File: src/rtl/irq_pkg.sv
// Shared types and constants for the priority interrupt controller.
package irq_pkg;

  localparam int IRQ_PRIO_W        = 3;
  localparam int IRQ_PRIO_DISABLED = 0;

  typedef struct packed {
    logic                  edge_mode;
    logic [IRQ_PRIO_W-1:0] prio;
  } irq_src_cfg_t;

  typedef enum logic {
    ST_IDLE    = 1'b0,
    ST_PRESENT = 1'b1
  } irq_state_e;

  function automatic int irq_vec_w(input int n);
    return (n < 2) ? 1 : $clog2(n);
  endfunction

endpackage

File: src/rtl/irq_prio_arb.sv
// Combinational max-priority arbiter; equal priorities resolve to the lowest index.
module irq_prio_arb
  import irq_pkg::*;
#(
  parameter  int N      = 32,
  parameter  int PRIO_W = IRQ_PRIO_W,
  localparam int VEC_W  = irq_vec_w(N)
) (
  input  logic [N-1:0]             req,
  input  logic [N-1:0][PRIO_W-1:0] prio,
  output logic                     any,
  output logic [VEC_W-1:0]         win_idx,
  output logic [PRIO_W-1:0]        win_prio
);

  localparam int LEAVES = 1 << VEC_W;
  localparam int NODES  = 2 * LEAVES - 1;

  logic              node_vld  [NODES];
  logic [VEC_W-1:0]  node_idx  [NODES];
  logic [PRIO_W-1:0] node_prio [NODES];

  // Heap-ordered tree: leaves sit at LEAVES-1+i, the left child always holds
  // lower indices, so the right child only wins on strictly higher priority.
  always_comb begin
    for (int k = 0; k < NODES; k++) begin
      node_vld[k]  = 1'b0;
      node_idx[k]  = '0;
      node_prio[k] = '0;
    end
    for (int i = 0; i < LEAVES; i++) begin
      if (i < N) begin
        node_vld[LEAVES-1+i]  = req[i];
        node_idx[LEAVES-1+i]  = VEC_W'(i);
        node_prio[LEAVES-1+i] = prio[i];
      end
    end
    for (int k = LEAVES - 2; k >= 0; k--) begin
      if (node_vld[2*k+2] && (!node_vld[2*k+1] || node_prio[2*k+2] > node_prio[2*k+1])) begin
        node_vld[k]  = 1'b1;
        node_idx[k]  = node_idx[2*k+2];
        node_prio[k] = node_prio[2*k+2];
      end else begin
        node_vld[k]  = node_vld[2*k+1];
        node_idx[k]  = node_idx[2*k+1];
        node_prio[k] = node_prio[2*k+1];
      end
    end
  end

  assign any      = node_vld[0];
  assign win_idx  = node_idx[0];
  assign win_prio = node_prio[0];

endmodule

File: src/rtl/irq_prio_ctrl.sv
// N-source interrupt controller: per-source edge/level mode and priority,
// global threshold, held presentation until a matching ack.
module irq_prio_ctrl
  import irq_pkg::*;
#(
  parameter  int N      = 32,
  parameter  int PRIO_W = IRQ_PRIO_W,
  localparam int VEC_W  = irq_vec_w(N)
) (
  input  logic              clk,
  input  logic              rst_n,
  input  logic [N-1:0]      src_irq,
  input  logic              cfg_wr,
  input  logic [VEC_W-1:0]  cfg_idx,
  input  logic              cfg_edge,
  input  logic [PRIO_W-1:0] cfg_prio,
  input  logic [PRIO_W-1:0] prio_threshold,
  output logic              irq_valid,
  output logic [VEC_W-1:0]  irq_vector,
  output logic [PRIO_W-1:0] irq_prio,
  output logic [N-1:0]      irq_pending,
  input  logic              irq_ack,
  input  logic [VEC_W-1:0]  irq_ack_vector,
  output logic              ack_err
);

  localparam logic [PRIO_W-1:0] PRIO_OFF = PRIO_W'(IRQ_PRIO_DISABLED);

  logic [N-1:0]             edge_q, edge_d;
  logic [N-1:0][PRIO_W-1:0] prio_q, prio_d;
  logic [N-1:0]             src_q;
  logic [N-1:0]             pending_q, pending_d;
  logic [N-1:0]             irq_pending_q, irq_pending_d;
  logic [N-1:0]             elig;
  irq_state_e               state_q, state_d;
  logic                     valid_q, valid_d;
  logic [VEC_W-1:0]         vector_q, vector_d;
  logic [PRIO_W-1:0]        vprio_q, vprio_d;
  logic                     ack_err_q, ack_err_d;

  logic                     cfg_hit;
  logic                     ack_ok;
  logic                     arb_any;
  logic [VEC_W-1:0]         arb_idx;
  logic [PRIO_W-1:0]        arb_prio;

  assign cfg_hit = cfg_wr && (int'(cfg_idx) < N);
  assign ack_ok  = irq_ack && valid_q && (irq_ack_vector == vector_q);

  always_comb begin
    edge_d = edge_q;
    prio_d = prio_q;
    if (cfg_hit) begin
      edge_d[cfg_idx] = cfg_edge;
      prio_d[cfg_idx] = cfg_prio;
    end
  end

  // Edge sources: a fresh edge beats a simultaneous ack so it is not lost.
  // Level sources simply track the line; ack cannot clear them.
  always_comb begin
    pending_d     = '0;
    irq_pending_d = '0;
    elig          = '0;
    for (int i = 0; i < N; i++) begin
      if (edge_q[i]) begin
        pending_d[i] = (src_irq[i] & ~src_q[i]) |
                       (pending_q[i] & ~(ack_ok && (vector_q == VEC_W'(i))));
      end else begin
        pending_d[i] = src_irq[i];
      end
      if (cfg_hit && (cfg_idx == VEC_W'(i)) && (cfg_edge != edge_q[i])) begin
        pending_d[i] = 1'b0;
      end
      irq_pending_d[i] = pending_d[i] && (prio_d[i] != PRIO_OFF);
      elig[i] = pending_q[i] && (prio_q[i] != PRIO_OFF) && (prio_q[i] > prio_threshold);
    end
  end

  irq_prio_arb #(
    .N      (N),
    .PRIO_W (PRIO_W)
  ) u_arb (
    .req      (elig),
    .prio     (prio_q),
    .any      (arb_any),
    .win_idx  (arb_idx),
    .win_prio (arb_prio)
  );

  // A presented vector is held, never preempted or retracted, until acked.
  always_comb begin
    state_d   = state_q;
    valid_d   = valid_q;
    vector_d  = vector_q;
    vprio_d   = vprio_q;
    ack_err_d = irq_ack && !ack_ok;
    unique case (state_q)
      ST_IDLE: begin
        if (arb_any) begin
          valid_d  = 1'b1;
          vector_d = arb_idx;
          vprio_d  = arb_prio;
          state_d  = ST_PRESENT;
        end
      end
      ST_PRESENT: begin
        if (ack_ok) begin
          valid_d = 1'b0;
          state_d = ST_IDLE;
        end
      end
      default: begin
        valid_d = 1'b0;
        state_d = ST_IDLE;
      end
    endcase
  end

  always_ff @(posedge clk or negedge rst_n) begin
    if (!rst_n) begin
      edge_q        <= '0;
      prio_q        <= '0;
      src_q         <= '1;
      pending_q     <= '0;
      irq_pending_q <= '0;
      state_q       <= ST_IDLE;
      valid_q       <= 1'b0;
      vector_q      <= '0;
      vprio_q       <= '0;
      ack_err_q     <= 1'b0;
    end else begin
      edge_q        <= edge_d;
      prio_q        <= prio_d;
      src_q         <= src_irq;
      pending_q     <= pending_d;
      irq_pending_q <= irq_pending_d;
      state_q       <= state_d;
      valid_q       <= valid_d;
      vector_q      <= vector_d;
      vprio_q       <= vprio_d;
      ack_err_q     <= ack_err_d;
    end
  end

  assign irq_valid   = valid_q;
  assign irq_vector  = vector_q;
  assign irq_prio    = vprio_q;
  assign irq_pending = irq_pending_q;
  assign ack_err     = ack_err_q;

endmodule

File: config.mk
export PLATFORM = sky130hd
export DESIGN_NAME = irq_prio_ctrl
export DESIGN_NICKNAME = d
export VERILOG_FILES = /design/src/rtl/irq_pkg.sv /design/src/rtl/irq_prio_arb.sv /design/src/rtl/irq_prio_ctrl.sv
export SDC_FILE = /design/constraint.sdc
export NUM_CORES = 1
export LEC_CHECK = 0
export CORE_UTILIZATION = 57
export DETAILED_ROUTE_END_ITERATION = 12
export PLACE_DENSITY = 0.77
export SLEW_MARGIN = 20
export SYNTH_ARGS = -nofsm -noshare
export SYNTH_HDL_FRONTEND = slang
export SYNTH_SLANG_ARGS = --single-unit
File: constraint.sdc
create_clock -name clk -period 11.1 [get_ports clk]
set_input_delay 2.22 -clock clk [delete_from_list [all_inputs] [get_ports clk]]
set_output_delay 2.22 -clock clk [all_outputs]
set_load 0.02 [all_outputs]
== Word-level counts from Yosys, hierarchy flattened ==
Index checks and enable logic that the tools add are counted.

* Input port bits: 53
* Output and inout port bits: 42
* Register bits: 235

* Bitwise logic cells: 161
* Equality and inequality tests: 97
* Muxes and demuxes: 170
* Order comparisons: 65
* Reduce and logical (&&, ||, !) cells: 358

{| class="wikitable"
|+ Operator list
! cell !! count
|-
| $logic_and A1 B1 Y1 || 227
|-
| $reduce_bool A3 Y1 || 64
|-
| $gt A3 B3 Y1 || 63
|-
| $eq A5 B5 Y1 const B || 32
|-
| $mux W1 || 116
|-
| $mux W3 || 36
|-
| $bwmux W96 || 1
|-
| $mux W96 || 1
|-
| $eq A5 B4 Y1 const B || 16
|-
| $not A1 Y1 || 65
|-
| $and A1 B1 Y1 || 64
|-
| $eq A5 B3 Y1 const B || 8
|-
| $bwmux W32 || 1
|-
| $logic_not A1 Y1 || 32
|-
| $ne A1 B1 Y1 || 32
|-
| $or A1 B1 Y1 || 32
|-
| $logic_or A1 B1 Y1 || 31
|-
| $eq A5 B2 Y1 const B || 4
|-
| $mux W2 || 8
|-
| $demux W3 S5 || 1
|-
| $eq A5 B1 Y1 const B || 2
|-
| $logic_not A5 Y1 || 2
|-
| $mux W4 || 2
|-
| $lt A5 B6 Y1 const B || 1
|-
| other kinds (8) || 10
|}

== Depth between registers and ports, before layout ==
* Word-level depth: 25
* Gate-level depth with buffers: 43
* Gate-level depth less buffers: 42

== By module ==
A second synthesis with hierarchy kept.

* Cell total of the unflattened synthesis: 1,896
* Area total of the unflattened synthesis: 17,845.9 um2

{| class="wikitable"
|+ Modules (own cells, without submodules)
! module !! area an instance (um2) !! sequential area each (um2) !! cells each !! times used
|-
| irq_prio_ctrl || 12,673.4 || 5,920.7 || 1,187 || 1
|-
| irq_prio_arb || 5,172.5 || 0.0 || 709 || 1
|}

== Worst setup path after synthesis ==
OpenSTA, ideal clock, no wires.

* Path type: in2reg
* Start: input prio_threshold[2]
* End: register vector_q[0] (netlist: irq_vector[0])
* Stages: 38
* Buffers on the path: 0
* Arrival time: 9,210 ps
* Required time: 11,010 ps
* Setup time: 90 ps
* Slack: 1,799 ps
* Cell sequence: inv_1 ha_1 and3b_1 o211ai_1 or2_2 nand2b_1 mux2_2 ha_1 nor2b_1 o21ai_0 a32oi_1 a21o_1 a221oi_1 o21bai_1 ha_1 nor2b_1 o21ai_0 a32oi_1 [2 not listed] a221o_1 o21ai_0 ha_1 inv_1 a21o_1 a21oi_1 a31oi_1 a21oi_1 a21oi_4 mux2i_1 ha_1 nor2b_1 o21a_1 o21ai_0 a21boi_4 nor2_1 inv_1 o221ai_1

* Longest elaborated chain between the ends: 23
* Elaborated cells between the ends (all ways): 265

{| class="wikitable"
|+ RTL lines
! element !! RTL line !! RTL
|-
| start: declaration || irq_prio_ctrl.sv:17 || <nowiki>input logic [PRIO_W-1:0] prio_threshold,</nowiki>
|-
| $gt A3 B3 Y1 || irq_prio_ctrl.sv:76 || <nowiki>elig[i] = pending_q[i] && (prio_q[i] != PRIO_OFF) && (prio_q[i] > prio_threshold);</nowiki>
|-
| $logic_and A1 B1 Y1 || irq_prio_ctrl.sv:76 ||
|-
| $logic_not A1 Y1 || irq_prio_arb.sv:39 || <nowiki>if (node_vld[2*k+2] && (!node_vld[2*k+1] || node_prio[2*k+2] > node_prio[2*k+1])) begin</nowiki>
|-
| $logic_or A1 B1 Y1 || irq_prio_arb.sv:39 ||
|-
| $logic_and A1 B1 Y1 || irq_prio_arb.sv:39 ||
|-
| $mux W3 / $mux W1 (equally long branches) || irq_prio_arb.sv:39 ||
|-
| $gt A3 B3 Y1 / $logic_not A1 Y1 (equally long branches) || irq_prio_arb.sv:39 ||
|-
| $logic_or A1 B1 Y1 || irq_prio_arb.sv:39 ||
|-
| [7 not listed] || -- ||
|-
| $logic_or A1 B1 Y1 || irq_prio_arb.sv:39 ||
|-
| $logic_and A1 B1 Y1 || irq_prio_arb.sv:39 ||
|-
| $mux W3 / $mux W1 (equally long branches) || irq_prio_arb.sv:39 ||
|-
| $gt A3 B3 Y1 / $logic_not A1 Y1 (equally long branches) || irq_prio_arb.sv:39 ||
|-
| $logic_or A1 B1 Y1 || irq_prio_arb.sv:39 ||
|-
| $logic_and A1 B1 Y1 || irq_prio_arb.sv:39 ||
|-
| $mux W1 || irq_prio_arb.sv:39 ||
|-
| $reduce_and A2 Y1 (no line) || -- ||
|-
| end signal: assignment || irq_prio_ctrl.sv:140 || <nowiki>vector_q <= vector_d;</nowiki>
|-
| end: declaration || irq_prio_ctrl.sv:37 || <nowiki>logic [VEC_W-1:0] vector_q, vector_d;</nowiki>
|}

Parallel ways exist; a longest one is shown, timed or not.
A chain may end at the register's enable or synchronous reset.

== Final worst setup path ==
* Start: input prio_threshold[0]
* End: register vector_q[0] (netlist: irq_vector[0])

The elaborated chain is that of the path after synthesis.

==> flow_summary_export.csv <==
group,metric,value,unit
run_status,status,"finished, final reports clean",
yosys,synth_cell_type_count,72,
yosys,synth_warnings,0,
timing,finClkSkew,0.0175,ns
route,dr.pass1.iters,8,
route,detail_route.wl_per_cell,20.5,um
clock_tree,clock_sinks,235,
setup_path,cp_max_fo,12,
floorplan,num_rows,61,
pwr,leakagePower,0.00832,uW
clock_tree,cts_hold_buf,0,
yosys,yosys-mux-area-fraction,10.1,%
yosys,synth_compound_area_share,20.8,%
pwr,powerDensity,215,nW/um2
grt,grt_pass1_vias,13500,
floorplan,io_pins,95,
yosys,synth_ff_type,"dfrtp_1",
route,ant_nets,0,
timing,slew_viol_final,0,
timing,rsz0062_at_grt,"false",
clock_tree,cts_root_buf,"clkbuf_16",
grt,antenna_found_initial,0,
clock_tree,insertion_delay,0.54,ns
finish,fin_nets,2022,
finish,drive_above_1_share,12.5,%
pwr,vdd_drop_max,0.000159,V
yosys,yosys.area_share.xor_xnor,0.109,%
setup_path,regToRegSetupSlack,3.27,ns
yosys,synth-async-reset-ratio,100,%
clock_tree,cts_max_path_buffers,3,
yosys,synthCells,1675,
route,vias_per_cell,6.33,
yosys,ys_ff_latch,235,
clock_tree,clkTransAtPathRegs,0.07,ns
setup_path,worstPathRequired,11.55,ns
route,drc,0,
route,drt_first_iter_violations,1042,
grt,overflow,0,
grt,grt_pass1_wl,71200,um
timing,setup_tns,0,ns
route,num_vias,13800,
floorplan,core-area,27800,um2
route,routed_wl,44700,um
yosys,synth_top_family_by_area,"compound AO/OA/AOI/OAI gates",
finish,fin_util,65.7,%
yosys,syn_nets,1917,
yosys,yosysSeqAreaShare,36.8,%
timing,tightest_slew,1.09,ns
floorplan,die_y,170,um
finish,area_growth_syn_to_layout,13.5,%
clock_tree,h-tree-depth,1,
setup_path,arrival,10.51,ns
placement,place_congestion,0.944,
timing,relSlewSlack,27.4,%
timing,min_period_over_period,90.6,%
grt,grt_max_degree,100,
clock_tree,cts_resized,0,
clock_tree,cts_tree,"built",
floorplan,start_util,57.9,%
finish,fill_cells,2276,
yosys,avgSynthCellArea,9.60,um2
setup_path,critPathSlowestCell,"clkdlybuf4s50_1",
setup_path,cpMostUsedCell,"inv_1",
clock_tree,cts-buffers-inserted,25,
timing,finalSetupViolations,0,
timing,period_needed,10.06,ns
placement,portBuffers,94,
hold_path,worstHoldPathType,"reg -> reg",
setup_path,cp-start-kind,"primary input",
timing,max_freq,0.0994,GHz
floorplan,die_area,28900,um2
setup_path,max_stage_delay,0.87,ns
grt,track_usage,31.3,%
floorplan,die_width,170,um
job,maxCapViolations,0,
finish,antenna_cells,0,
setup_path,end_kind,"register",
yosys,syn_area,16100,um2
yosys,synthSimpleGateAreaFrac,12.5,%
yosys,synthAdderAreaFrac,14.7,%
timing,hold_viol,0,
setup_path,path_class,"in -> reg",
clock_tree,post_cts_buffers,0,
placement,dp_hpwl,32600,um
yosys,synth-edff-count,0,
[cell type report]
class	instances	area, um2	area share, %
clock inverters	6	35.0	0.192
clock buffers	39	738	4.04
repair buffers	110	1060	5.78
multi-input cells	1234	9380	51.4
well taps	378	473	2.59
inverters	174	653	3.58
flip-flops and latches	235	5920	32.4
[metrics by stage]
step | total power (uW) | instance area, um2 | setup WS (ns) | std cells | hold WS, ns
detailed placement | 3090 | 17500 | 0.619 | 2131 | 0.470
global route | 4200 | 18300 | 0.325 | 2176 | 0.505
CTS | 3900 | 18300 | 1.18 | 2176 | 0.482
floorplan | 2540 | 16100 | 1.80 | 1675 | 0.442
global placement | 3010 | 17500 | 0.832 | 2131 | 0.456
finish | 3920 | 18300 | 1.04 | 2176 | 0.496
[layer usage]
| metal | global-route usage [%] | wire length, um |
|---|---|---|
| met1 | 42.3 | 19400 |
| met2 | 50.4 | 20300 |
| met3 | 4.60 | 3110 |
| met4 | 13.1 | 1810 |
| met5 | 0 | 0 |
[placed cells by master, fill, tap and decap left out, types with 9 or more instances in the layout]
| master | instances |
|---|---|
| mux2_2 | 96 |
| o32ai_1 | 9 |
| nand2b_1 | 9 |
| nor2_1 | 81 |
| o311ai_0 | 21 |
| a21o_1 | 15 |
| o22ai_1 | 29 |
| a32oi_1 | 18 |
| o31a_1 | 32 |
| a21oi_1 | 95 |
| nand3_1 | 55 |
| clkdlybuf4s50_1 | 91 |
| buf_4 | 16 |
| dfrtp_1 | 203 |
| o2bb2ai_1 | 16 |
| nor2b_1 | 51 |
| a31oi_1 | 16 |
| nand2_1 | 133 |
| a221oi_1 | 25 |
| o211ai_1 | 14 |
| clkbuf_16 | 25 |
| dfstp_2 | 32 |
| inv_1 | 171 |
| o21ai_0 | 108 |
| ha_1 | 189 |
| mux2i_1 | 55 |
| nor3_1 | 21 |
| o21a_1 | 26 |
[where the power goes]
part | leakage [uW] | switching, uW | internal [uW]
combinational | 0.00512 | 1070 | 839
clock | 0.000377 | 341 | 454
sequential | 0.00283 | 193 | 1020
[Yosys cell counts, drive strengths merged, types with 6 or more instances]
library cell,number,area [um2]
o311a,6,60.1
nor4,10,118
o211ai,14,105
buf,7,37.5
dfrtp,203,5080
o32ai,9,78.8
mux2,96,1080
dfstp,32,841
nand3,55,275
o31a,32,280
nand2b,9,56.3
o311ai,22,193
mux2i,55,551
o21a,26,195
a21o,15,113
o21ai,112,564
a221oi,25,219
inv,173,649
a21bo,7,70.1
a21oi,98,509
o221ai,6,52.6
nand2,133,499
a31oi,16,100
o22ai,29,181
nor2b,51,319
ha,189,2360
a211oi,7,52.6
a32oi,18,158
clkbuf,25,93.8
and2,9,56.3
nor3,23,131
nor2,82,310
or2,8,50.1
o2bb2ai,16,140
[sequential cells by signal, summed over array words and instances, names as in the netlist]
signal and flops:
prio_q 96, irq_valid 1, irq_vector 5, edge_q 32
src_q 32, irq_pending 32, irq_prio 3, pending_q 32
ack_err 1, state_q 1
[path summary, 6_finish.rpt]
kind	from	endpoint	cells after the start
hold reg to reg	state_q	irq_valid	1
max in group asynchronous	rst_n	pending_q[6]	3
hold / removal	state_q	irq_valid	1
setup / recovery	prio_threshold[0]	irq_vector[0]	41
setup reg to reg	prio_q[11]	irq_vector[0]	36
min in group asynchronous	rst_n	edge_q[28]	1
[critical path: cells and delay by family]
kind / cells / cell delay, ns
AND/OR/NAND/NOR: 3 / 0.46
adder cells (fa/ha/maj): 5 / 1.26
AO/OA/AOI/OAI: 20 / 3.52
multiplexers: 4 / 1.23
buffers and inverters: 9 / 1.79
[logic make-up (layout without fill, tap and decap cells)]
logic type | after synthesis | after routing
AOI/OAI and AO/OA | 488 | 488
xor gates and xnor gates | 2 | 2
adders and majority gates | 189 | 189
buffers and inverters | 206 | 329
DFF | 235 | 235
muxes | 151 | 151
and+or+nand+nor | 404 | 404
Note: power is estimated with default switching activity, not from simulation.
